[config.mk]
export PLATFORM = sky130hd
export DESIGN_NAME = spi_cmd_deframer
export DESIGN_NICKNAME = d
export VERILOG_FILES = /design/src/rtl/spi_cmd_deframer.sv
export SDC_FILE = /design/constraint.sdc
export NUM_CORES = 1
export LEC_CHECK = 0
export CORE_AREA = 2 2 53 80
export DETAILED_ROUTE_END_ITERATION = 6
export DIE_AREA = 0 0 55 82
export PLACE_DENSITY = 0.62
export SLEW_MARGIN = 15
export SYNTH_ARGS = -nofsm -noshare
export SYNTH_HDL_FRONTEND = slang
export SYNTH_SLANG_ARGS = --single-unit
[constraint.sdc]
create_clock -name clk -period 1.5 [get_ports clk]
set_input_delay 0.3 -clock clk [delete_from_list [all_inputs] [get_ports clk]]
set_output_delay 0.3 -clock clk [all_outputs]
set_load 0.02 [all_outputs]
[src/rtl/spi_cmd_deframer.sv]
// -----------------------------------------------------------------------------
// spi_cmd_deframer
//
// Deserialises fixed-width command frames arriving on the cs-gated MOSI line
// into ALU operands (op_code, a, b), presents them with a valid/ack handshake,
// and returns the previous ALU result serially on MISO during the next frame.
//
// Frame layout (MSB first): [9:8] op_code, [7:4] a, [3:0] b.
//
// Optional build macro SPI_CMD_PARITY_EN: each frame carries one extra trailing
// bit of even parity over the command bits. A parity mismatch drops the frame
// and pulses frame_err on the parity-bit edge.
//
// Ports:
//   clk        design clock, all inputs sampled on its rising edge
//   rst        asynchronous reset, active-high
//   cs         chip select, active-low
//   mosi       serial command data in, MSB first
//   result     ALU result returned on miso, sampled at frame start
//   miso       serial result out, MSB first (registered)
//   a, b       decoded operands
//   op_code    decoded ALU operation
//   cmd_valid  command registers hold an unconsumed command
//   cmd_ack    consumer accepts the current command
//   busy       a frame is in progress
//   frame_err  one-cycle pulse on an aborted or bad frame
//   overrun    sticky: a completed frame was dropped because cmd_valid was set
// -----------------------------------------------------------------------------
module spi_cmd_deframer #(
   parameter int FRAME_W = 10,
   parameter int RES_W   = 5
) (
   input  logic             clk,
   input  logic             rst,
   input  logic             cs,
   input  logic             mosi,
   input  logic [RES_W-1:0] result,
   output logic             miso,
   output logic [3:0]       a,
   output logic [3:0]       b,
   output logic [1:0]       op_code,
   output logic             cmd_valid,
   input  logic             cmd_ack,
   output logic             busy,
   output logic             frame_err,
   output logic             overrun
);

`ifdef SPI_CMD_PARITY_EN
   localparam int LEN = FRAME_W + 1;
`else
   localparam int LEN = FRAME_W;
`endif
   localparam int CNT_W = $clog2(LEN + 1);

   typedef enum logic [1:0] {IDLE, SHIFT, HOLD} state_t;

   state_t             state;
   state_t             state_nxt;
   logic [CNT_W-1:0]   bit_cnt;
   logic [LEN-1:0]     rx_sr;
   logic [RES_W-1:0]   tx_sr;

   logic [LEN-1:0]     frame_bits;   // shift register with the current bit appended
   logic [FRAME_W-1:0] cmd_bits;
   logic               last_bit;
   logic               frame_done;
   logic               abort;
   logic               par_fail;
   logic               frame_ok;
   logic               load_cmd;
   logic               flag_overrun;

   // State register
   always_ff @(posedge clk or posedge rst) begin
      if (rst) state <= IDLE;
      else     state <= state_nxt;
   end

   // Next-state and frame-event decode
   always_comb begin
      state_nxt  = state;
      frame_done = 1'b0;
      abort      = 1'b0;
      frame_bits = {rx_sr[LEN-2:0], mosi};
      cmd_bits   = frame_bits[LEN-1 -: FRAME_W];
      last_bit   = (bit_cnt == CNT_W'(LEN - 1));

      case (state)
         IDLE: begin
            if (!cs) state_nxt = SHIFT;
         end
         SHIFT: begin
            if (cs) begin
               abort     = 1'b1;
               state_nxt = IDLE;
            end else if (last_bit) begin
               frame_done = 1'b1;
               state_nxt  = HOLD;
            end
         end
         HOLD: begin
            if (cs) state_nxt = IDLE;
         end
         default: state_nxt = IDLE;
      endcase

`ifdef SPI_CMD_PARITY_EN
      // Even parity: the trailing bit must equal the XOR of the command bits.
      par_fail = frame_done && (frame_bits[0] != ^cmd_bits);
`else
      par_fail = 1'b0;
`endif
      frame_ok = frame_done && !par_fail;
      // An ack on the completion edge frees the slot for the new command.
      load_cmd     = frame_ok && (!cmd_valid || cmd_ack);
      flag_overrun = frame_ok && cmd_valid && !cmd_ack;
   end

   assign busy = (state != IDLE);

   // Shift registers, miso, command registers and flags
   always_ff @(posedge clk or posedge rst) begin
      if (rst) begin
         bit_cnt   <= '0;
         rx_sr     <= '0;
         tx_sr     <= '0;
         miso      <= 1'b0;
         a         <= '0;
         b         <= '0;
         op_code   <= '0;
         cmd_valid <= 1'b0;
         frame_err <= 1'b0;
         overrun   <= 1'b0;
      end else begin
         frame_err <= abort | par_fail;

         case (state)
            IDLE: begin
               if (!cs) begin
                  // First bit: result MSB goes out immediately, the rest queue up.
                  rx_sr   <= {{(LEN-1){1'b0}}, mosi};
                  bit_cnt <= CNT_W'(1);
                  miso    <= result[RES_W-1];
                  tx_sr   <= result << 1;
               end else begin
                  miso <= 1'b0;
               end
            end
            SHIFT: begin
               if (cs) begin
                  rx_sr   <= '0;
                  bit_cnt <= '0;
                  tx_sr   <= '0;
                  miso    <= 1'b0;
               end else begin
                  rx_sr   <= frame_bits;
                  bit_cnt <= bit_cnt + CNT_W'(1);
                  miso    <= tx_sr[RES_W-1];
                  tx_sr   <= tx_sr << 1;
               end
            end
            HOLD: begin
               miso  <= 1'b0;
               tx_sr <= '0;
               if (cs) bit_cnt <= '0;
            end
            default: begin
               miso <= 1'b0;
            end
         endcase

         if (load_cmd) begin
            op_code   <= cmd_bits[FRAME_W-1 -: 2];
            a         <= cmd_bits[7:4];
            b         <= cmd_bits[3:0];
            cmd_valid <= 1'b1;
         end else if (cmd_ack) begin
            cmd_valid <= 1'b0;
         end

         if (flag_overrun) overrun <= 1'b1;
      end
   end

endmodule

Word level (Yosys, flattened, before mapping)

Index checks and enable logic that the tools add are counted.

Logic and storage cells: 58
Bits in registers: 34
Output and inout port bits: 15
Input bits: 10

Equal/unequal tests: 6
$add $sub $neg: 1
Mux-type cells: 25
Reduce and logical (&&, ||, !) cells: 15

Operators with widths:

| cell                  | count |
|---|---|
| $mux W9               | 2 |
| $pmux W9 S2           | 1 |
| $pmux W5 S3           | 1 |
| $mux W4               | 3 |
| $pmux W4 S3           | 1 |
| $mux W5               | 2 |
| $mux W1               | 9 |
| $mux W2               | 4 |
| $pmux W2 S3           | 1 |
| $reduce_and A3 Y1     | 2 |
| $reduce_bool A2 Y1    | 3 |
| $add A4 B1 Y4 const B | 1 |
| $eq A4 B4 Y1 const B  | 1 |
| $ne A2 B2 Y1 const B  | 2 |
| $reduce_and A2 Y1     | 2 |
| $logic_and A1 B1 Y1   | 3 |
| $ne A3 B3 Y1 const B  | 1 |
| $reduce_bool A3 Y1    | 1 |
| $eq A2 B1 Y1 const B  | 1 |
| $eq A2 B2 Y1 const B  | 1 |
| $logic_not A1 Y1      | 2 |
| $logic_not A2 Y1      | 1 |
| $pmux W1 S2           | 1 |
| $logic_or A1 B1 Y1    | 1 |

Longest topological paths before layout

Gate-level depths: netlist of the first run.

Depth after elaboration: 6
Mapped depth: 7
Gate-level depth less buffers: 5

Least setup slack after synthesis of the first run

Ideal clock, no wire load.

Path kind: reg-to-reg
Start: register state[1]
End: register bit_cnt[0]
Library setup time: 0.125 ns
Data arrival time: 1.520 ns
Slack: -0.145 ns
Data required time: 1.375 ns
Period minus slack after synthesis: 1.645 ns
Stages on the path, launching flop included: 7
Path buffers: 1
Cell sequence: dfrtp_1 inv_1 ha_1 clkbuf_1 a21oi_1 o21ai_0 mux2_2

Word-level cells in the longest chain between the ends: 3
Elaborated cells on any way between the ends: 8
Those cells by class: eq/ne (4); mux (1); reduce/logical (3)

Ends and longest elaborated chain:

| what                                                                       | RTL line | text |
|---|---|---|
| start: declaration                                                         | 58       | `state_t state;` |
| start signal: assignment                                                   | 77       | `else state <= state_nxt;` |
| $eq A2 B2 Y1 (tied with other cells)                                       | 138      | `case (state)` |
| $ne A2 B2 Y1 (no source line) / $reduce_bool A3 Y1 (equally long branches) | n/a      |  |
| $reduce_and A3 Y1 (no source line)                                         | n/a      |  |
| end signal: assignment                                                     | 158      | `bit_cnt <= bit_cnt + CNT_W'(1);` |
| end: declaration                                                           | 60       | `logic [CNT_W-1:0] bit_cnt;` |

Several ways; a longest one is shown, not always the timed one.
A chain may end at the register's enable or synchronous reset.

Final worst setup path of the first run

Start: register bit_cnt[1]
End: register a[3]

Word-level cells in the longest chain between the ends: 5

Ends and longest elaborated chain:

| what                   | RTL line | text |
|---|---|---|
| $eq A4 B4 Y1           | 87       | `last_bit = (bit_cnt == CNT_W'(LEN - 1));` |
| $mux W1                | 97       | `end else if (last_bit) begin` |
| $mux W1                | 94       | `if (cs) begin` |
| $mux W1                | 89       | `case (state)` |
| $logic_and A1 B1 Y1    | 116      | `load_cmd = frame_ok && (!cmd_valid \|\| cmd_ack);` |
| end signal: assignment | 175      | `a <= cmd_bits[7:4];` |
| end: declaration       | 39       | `output logic [3:0] a,` |

No other way between the ends.

==> key figures, run 1 <==
Flow run
  • Maximum Capacitance Violations: 0

STA
  • Final worst clock skew: 4.25 ps
  • Highest Clock Rate: 618 MHz
  • Minimum period implied by the final worst setup slack: 1620 ps
  • Actual slew at the worst max-slew pin: 270 ps
  • RSZ-0062 raised after global routing: true
  • Setup violators final: 14
  • Period Utilization, post-route: 108%
  • Final hold slack: 365 ps
  • Setup TNS Final: -1140 ps
  • Final-report max-slew violation count: 0
  • Total count of hold-check failures in the final report: 0
  • Final worst-path setup slack: -118 ps
  • Slew Limit Headroom: 82.0%

Synth
  • Async S/R FF share, synth: 100%
  • Number of synthesized flops with an enable pin: 0
  • Register bit total from synthesis: 33
  • Syn nets: 139
  • Synthesized netlist cell count: 123
  • Synth top area share: 55.1%
  • Syn Std Cell Area: 1500 um^2
  • Mean Syn Cell Area: 12.2 um^2
  • Cell taking the most area after synthesis: sky130_fd_sc_hd__dfrtp_1
  • Yosys cell types: 34
  • Yosys warning total: 0
  • Primary FF master, synth: sky130_fd_sc_hd__dfrtp_1
  • Synth top area cells: sky130_fd_sc_hd__dfrtp_1 55%, sky130_fd_sc_hd__mux2_2 9.8%, sky130_fd_sc_hd__ha_1 5.0%
  • Sequential cell area fraction in the yosys report: 55.1%

Clock network
  • Clock-pin slew reported for the worst setup and hold paths after clock tree synthesis: 70 ps
  • Htree depth: 2
  • Cts-stage hold buffer count: 0
  • Worst-skew pair later-pin latency: 280 ps
  • CTS max path bufs: 2
  • Clock tree from TritonCTS: built
  • Number of buffers inserted during clock tree synthesis: 5
  • Total clock sinks: 33
  • Clock root buffer: sky130_fd_sc_hd__clkbuf_8

Final layout
  • Layout cells sized above 1: 43.5%
  • # fillers: 323
  • Total inserted antenna cells: 0
  • Sequential cell area: 827 um^2
  • Post-layout net count: 199
  • Synthesis-to-layout area growth: 55.6%
  • Non-Filler Instances: 229
  • Area taken by multi-input logic gates: 781 um^2

Drt
  • Vias post-DR: 1,192
  • 1st-pass router iterations: 4
  • Final routed wirelength across all metal layers: 3580 um
  • Post-detailed-route DRC marker count: 0
  • Number of vias per cell after detailed routing: 5.21
  • Antenna Nets Post-Route: 0
  • Starting DRT DRC Count: 25
  • Routed wire length per instance: 15.7 um

Die
  • Row count: 28
  • Area of the core region: 3850 um^2
  • Initial Utilization: 38.9%
  • Top Ports: 25
  • Die outline width: 55 um
  • Die boundary height: 82 um
  • Floorplan die area: 4510 um^2

Worst setup path
  • Critical path arrival: 1790 ps
  • Maximum fanout along the worst path: 10
  • Required time worst endpoint: 1670 ps
  • Worst reg-to-reg setup slack: -120 ps
  • Startpoint-to-endpoint class of the critical path: reg -> reg
  • Startpoint kind of the worst setup timing path: flop
  • Crit path capture type: flop

GRT
  • Via count of the first global-routing pass: 1,146
  • Gr ovfl total: 0
  • First-pass GRT wire length: 5220 um
  • Maximum number of pins on one net before global-route repair: 34
  • Overall Global Routing Usage: 16.3%
  • Initial antenna violation count: 0

Placement
  • Total half-perimeter wirelength after legalization and detailed placement: 2360 um
  • Input/output buffers: 24
  • Weighted congestion at the end of routability-driven global placement: 0.770
  • Count of placed standard cells including taps: 211

Power
  • Leakage component of the power: 1.15 nW
  • Power per Cell Area: 1320 nW/um^2
  • Worst VDD drop: 835 uV

Run status
  • Status: finished, violations left
  • Violations in the final reports: setup timing

Min path
  • Min-Delay Path Class: in -> async
==> power by group <==
part           leakage [nW]  internal, mW  switching, mW
registers             0.446          1.03          0.110
clock network        0.0450         0.321          0.311
logic                 0.664         0.680          0.627
==> final cells by class <==
cell class                      instances  share of cell area [%]
Multi-Input combinational cell         79                    33.5
Tap cell                               45                    2.42
Clock inverter                          2                   0.430
Timing Repair Buffer                   57                    23.8
Sequential cell                        33                    35.5
Clock buffer                            6                    3.11
Inverter                                7                    1.24
==> cells by family after synthesis <==
kind of cell             count (synthesis)  share of synthesized area, %
flip-flops                              33                          55.1
AO/OA/AOI/OAI                           35                          16.8
adder cells (fa/ha/maj)                  6                          5.01
AND/OR/NAND/NOR                         25                          10.3
buffers and inverters                   11                          3.01
multiplexers                            13                          9.77
==> cell usage in the layout, fill, tap and decap left out, types with 2 or more instances in the layout <==
cell / netlist / layout
sky130_fd_sc_hd__o22ai_1: 2 / 2
sky130_fd_sc_hd__a22o_1: 8 / 8
sky130_fd_sc_hd__buf_8: 0 / 2
sky130_fd_sc_hd__clkdlybuf4s50_1: 0 / 8
sky130_fd_sc_hd__buf_4: 0 / 23
sky130_fd_sc_hd__dfrtp_1: 33 / 32
sky130_fd_sc_hd__mux2_2: 13 / 11
sky130_fd_sc_hd__inv_1: 7 / 4
sky130_fd_sc_hd__buf_6: 0 / 6
sky130_fd_sc_hd__nand2_1: 6 / 5
sky130_fd_sc_hd__inv_2: 0 / 2
sky130_fd_sc_hd__nand3_1: 2 / 2
sky130_fd_sc_hd__dlygate4sd2_1: 0 / 13
sky130_fd_sc_hd__o21ai_2: 0 / 2
sky130_fd_sc_hd__dlymetal6s2s_1: 0 / 2
sky130_fd_sc_hd__ha_1: 6 / 2
sky130_fd_sc_hd__nor2b_1: 6 / 5
sky130_fd_sc_hd__mux2_4: 0 / 2
sky130_fd_sc_hd__buf_12: 0 / 2
sky130_fd_sc_hd__nand3b_1: 3 / 3
sky130_fd_sc_hd__a21o_1: 3 / 2
sky130_fd_sc_hd__o21ai_0: 7 / 4
sky130_fd_sc_hd__clkbuf_8: 0 / 5
sky130_fd_sc_hd__ha_4: 0 / 3
sky130_fd_sc_hd__a31oi_1: 3 / 3
sky130_fd_sc_hd__clkinv_2: 0 / 2
==> final timing paths <==
check	start	endpoint	cells after the start
hold reg to reg	overrun	overrun	1
setup / recovery	bit_cnt[1]	a[3]	6
max in group asynchronous	rst	state[0]	3
min in group clk	overrun	overrun	1
setup reg to reg	bit_cnt[1]	a[3]	6
hold / removal	rst	op_code[0]	3
==> metrics by stage <==
stage	area, um^2	power [mW]	setup slack, ps	util (%)
finish	2330	3.08	-118	60.5
global route	2330	3.26	-204	60.5
CTS	2190	2.92	-131	56.9
detailed placement	2000	2.10	-339	51.9
global placement	2000	2.06	-320	51.9
floorplan	1530	1.69	-109	-
==> Yosys cell counts, types with 2 or more instances <==
| cell | number |
|---|---|
| sky130_fd_sc_hd__a31oi_1 | 3 |
| sky130_fd_sc_hd__nor2b_1 | 6 |
| sky130_fd_sc_hd__inv_1 | 7 |
| sky130_fd_sc_hd__nand3b_1 | 3 |
| sky130_fd_sc_hd__mux2_2 | 13 |
| sky130_fd_sc_hd__a21o_1 | 3 |
| sky130_fd_sc_hd__nand2_1 | 6 |
| sky130_fd_sc_hd__nor2_1 | 2 |
| sky130_fd_sc_hd__o22ai_1 | 2 |
| sky130_fd_sc_hd__nand3_1 | 2 |
| sky130_fd_sc_hd__buf_2 | 3 |
| sky130_fd_sc_hd__ha_1 | 6 |
| sky130_fd_sc_hd__o21ai_0 | 7 |
| sky130_fd_sc_hd__dfrtp_1 | 33 |
| sky130_fd_sc_hd__a22o_1 | 8 |
==> registers in the layout (all words and copies together), names as in the netlist, 2 cells and up <==
register  flops
a             4
b             4
bit_cnt       4
op_code       2
rx_sr         9
state         2
tx_sr         4
==> what timing repair did <==
action,4_1_cts,5_1_grt
pin swaps,6,4
cloned,0,1
endpoints found under the setup margin,38,27
setup buffers,2,7
gates resized for setup,40,22
==> per-layer routing <==
layer / global-route usage (%) / up-vias / part of all wire, %
met3: 4.36 / 6 / 3.4
met1: 19.0 / 593 / 41
met2: 27.5 / 23 / 54
met4: 6.59 / 0 / 1.6
li1: - / 570 / -
met5: 0 / - / 0
==> worst max-delay path, stage by stage (launching register included) <==
cell                       delay, ps
sky130_fd_sc_hd__dfrtp_1         390
sky130_fd_sc_hd__inv_1            60
sky130_fd_sc_hd__ha_2            160
sky130_fd_sc_hd__nand3b_1        160
sky130_fd_sc_hd__nor3_4          240
sky130_fd_sc_hd__buf_12          160
sky130_fd_sc_hd__mux2_2          330
Note: power is estimated with default switching activity, not from simulation.
==> run 2, diff against run 1 <==
PLACE_DENSITY = not set   (was 0.62)
PLACE_DENSITY_LB_ADDON = 0.05   (was not set)
==> run 2 against run 1 <==
Effect of this change: the flow still finishes with violations (setup timing); non-clock buffer count down 5; sequential cell count unchanged; setup slack better by 32 ps; core utilization down 3.0 points; via count down 0.92%; power down 4.1%; cell count down 2.2%.
==> key figures, run 2 (synthesized netlist as in run 1, its figures left out) <==
STA
  • Slew Limit Headroom: 76.3% (was 82.0%)
  • Final worst-path setup slack: -86.2 ps (was -118 ps)
  • Highest Clock Rate: 630 MHz (was 618 MHz)
  • RSZ-0062 raised after global routing: true (unchanged)
  • Minimum period implied by the final worst setup slack: 1590 ps (was 1620 ps)
  • Setup TNS Final: -860 ps (was -1140 ps)
  • Period Utilization, post-route: 106% (was 108%)
  • Actual slew at the worst max-slew pin: 356 ps (was 270 ps)
  • Setup violators final: 12 (was 14)
  • Total count of hold-check failures in the final report: 0 (unchanged)
  • Final-report max-slew violation count: 0 (unchanged)
  • Final worst clock skew: 2.57 ps (was 4.25 ps)

Clock network
  • Worst-skew pair later-pin latency: 280 ps (about the same)
  • CTS max path bufs: 2 (unchanged)
  • Clock root buffer: sky130_fd_sc_hd__clkbuf_8 (unchanged)
  • Htree depth: 2 (unchanged)
  • Number of buffers inserted during clock tree synthesis: 5 (unchanged)
  • Clock-pin slew reported for the worst setup and hold paths after clock tree synthesis: 60 ps (was 70 ps)
  • Total clock sinks: 33 (unchanged)
  • Clock tree from TritonCTS: built (unchanged)

GRT
  • Overall Global Routing Usage: 17.3% (was 16.3%)
  • Maximum number of pins on one net before global-route repair: 34 (unchanged)
  • First-pass GRT wire length: 5580 um (was 5220 um)
  • Gr ovfl total: 0 (unchanged)
  • Initial antenna violation count: 0 (unchanged)
  • Via count of the first global-routing pass: 1,240 (was 1,146)

Die
  • Top Ports: 25 (unchanged)
  • Row count: 28 (unchanged)
  • Die outline width: 55 um (unchanged)
  • Area of the core region: 3850 um^2 (unchanged)
  • Die boundary height: 82 um (unchanged)
  • Floorplan die area: 4510 um^2 (unchanged)
  • Initial Utilization: 38.9% (unchanged)

Worst setup path
  • Required time worst endpoint: 1660 ps (was 1670 ps)
  • Crit path capture type: flop (unchanged)
  • Worst reg-to-reg path cell count: 6 (unchanged)
  • Cell chain of the critical path: inv_2 > ha_4 > nand2b_4 > nor3_4 > buf_12 > mux2_2 (was inv_1 > ha_2 > nand3b_1 > nor3_4 > buf_12 > mux2_2)
  • Maximum fanout along the worst path: 10 (unchanged)
  • Count of buffering cells on the critical path with inverters included: 2 (unchanged)
  • Startpoint kind of the worst setup timing path: flop (unchanged)
  • Termination of the worst setup path: b[1] (was a[3])
  • Critical path arrival: 1750 ps (was 1790 ps)
  • Critical R2R Launch: state[1] (was bit_cnt[1])
  • Critical path's largest stage delay: 390 ps (about the same)
  • Capture instance of the worst register-to-register path: b[1] (was a[3])
  • Critical path depth in cells: 6 (unchanged)
  • Cell with the biggest individual delay on the critical path: sky130_fd_sc_hd__dfrtp_1 (unchanged)
  • Startpoint-to-endpoint class of the critical path: reg -> reg (unchanged)
  • Worst reg-to-reg setup slack: -90 ps (was -120 ps)
  • Worst setup path startpoint: state[1] (was bit_cnt[1])
  • Family with the most delay on the worst path: flip-flops (was simple AND/OR/NAND/NOR gates)

Final layout
  • Non-Filler Instances: 224 (was 229)
  • Total inserted antenna cells: 0 (unchanged)
  • Number of flip-flops in the largest register: 9 (unchanged)
  • Largest reg by FF count: rx_sr (unchanged)
  • Most frequent cells in the layout: 32 x sky130_fd_sc_hd__dfrtp_1, 22 x sky130_fd_sc_hd__buf_4, 14 x sky130_fd_sc_hd__dlygate4sd2_1, 13 x sky130_fd_sc_hd__mux2_2, 9 x sky130_fd_sc_hd__clkdlybuf4s50_1 (was 32 x sky130_fd_sc_hd__dfrtp_1, 23 x sky130_fd_sc_hd__buf_4, 13 x sky130_fd_sc_hd__dlygate4sd2_1, 11 x sky130_fd_sc_hd__mux2_2)
  • Post-layout net count: 194 (was 199)
  • Layout cells sized above 1: 38.5% (was 43.5%)
  • Post-layout utilization of the core: 57.5% (was 60.5%)
  • Synthesis-to-layout area growth: 47.9% (was 55.6%)
  • Most common cell after layout, fill and taps aside: sky130_fd_sc_hd__dfrtp_1 (unchanged)

Drt
  • Number of vias per cell after detailed routing: 5.27 (was 5.21)
  • Antenna Nets Post-Route: 0 (unchanged)
  • Vias post-DR: 1,181 (was 1,192)
  • 1st-pass router iterations: 4 (unchanged)
  • Routed wire length per instance: 15.1 um (was 15.7 um)
  • Post-detailed-route DRC marker count: 0 (unchanged)
  • Final routed wirelength across all metal layers: 3390 um (was 3580 um)
  • Starting DRT DRC Count: 19 (was 25)

Run status
  • Violations in the final reports: setup timing (unchanged)
  • Status: finished, violations left (unchanged)

Power
  • Power per Cell Area: 1330 nW/um^2 (was 1320 nW/um^2)
  • Leakage component of the power: 1.08 nW (was 1.15 nW)
  • Post-layout power: 2.95 mW (was 3.08 mW)
  • Worst VDD drop: 1140 uV (was 835 uV)

Placement
  • Count of placed standard cells including taps: 214 (was 211)
  • Weighted congestion at the end of routability-driven global placement: 0.769 (was 0.770)
  • Input/output buffers: 24 (unchanged)
  • Total half-perimeter wirelength after legalization and detailed placement: 2480 um (was 2360 um)

Min path
  • Min-Delay Path Class: in -> async (unchanged)

Flow run
  • Maximum Capacitance Violations: 0 (unchanged)
-- run 2: changes by cell type in the layout (fill, tap and decap cells not counted), moves of 2 or more --
| cell | previous run | this run |
|---|---|---|
| sky130_fd_sc_hd__mux2_4 | 2 | 0 |
| sky130_fd_sc_hd__dlymetal6s2s_1 | 2 | 0 |
| sky130_fd_sc_hd__mux2_2 | 11 | 13 |
| sky130_fd_sc_hd__buf_8 | 2 | 0 |
| sky130_fd_sc_hd__buf_6 | 6 | 4 |
-- run 2: tightest hold or removal path: cells and delay by family --
kind | cells | cell delay (ps)
buffers and inverters | 3 | 710
-- run 2: repair_timing --
| item | in CTS | in global routing |
|---|---|---|
| pin swaps | 4 | 8 |
| hold buffers | 0 | 0 |
| setup endpoints to repair | 39 | 18 |
| gates resized for setup | 33 | 10 |
| setup buffers | 2 | 1 |
-- run 2: per-layer routing --
metal	GRT usage (%)	share of wire (%)	vias up
li1	-	-	559
met5	0	0	-
met4	6.59	1.6	0
met3	4.36	2.9	5
met1	17.7	38	598
met2	32.0	57	19
-- run 2: cell type report --
cell class / count / area, um^2
inverter: 7 / 26.3
multi-input combinational: 79 / 748
fill: 354 / 1640
tap: 45 / 56.3
clock buffer: 6 / 72.6
sequential: 33 / 827
timing repair buffer: 52 / 474
clock inverter: 2 / 10.0
-- run 2: power breakdown --
group          leakage, nW  total (mW)  switching [mW]  internal (mW)
logic                0.592        1.20           0.576          0.619
registers            0.446        1.13          0.0994           1.03
clock network       0.0450       0.630           0.309          0.321
total                 1.08        2.95           0.984           1.97
-- run 2: worst min path at each step --
stage / startpoint / to / slack (ps)
global route: rst / rx_sr[8] / 390
finish: rst / rx_sr[8] / 370
CTS: rst / rx_sr[8] / 380
floorplan: rst / a[0] / 430
detailed placement: overrun / overrun / 470
global placement: overrun / overrun / 450
-- run 2: metrics by stage --
step	hold WS [ps]	setup slack (ps)	area [um^2]
2_1_floorplan	429	-109	1530
3_3_place_gp	454	-292	2020
3_5_place_dp	470	-313	2020
4_1_cts	378	-91.8	2170
5_1_grt	394	-145	2210
6_report	372	-86.2	2210
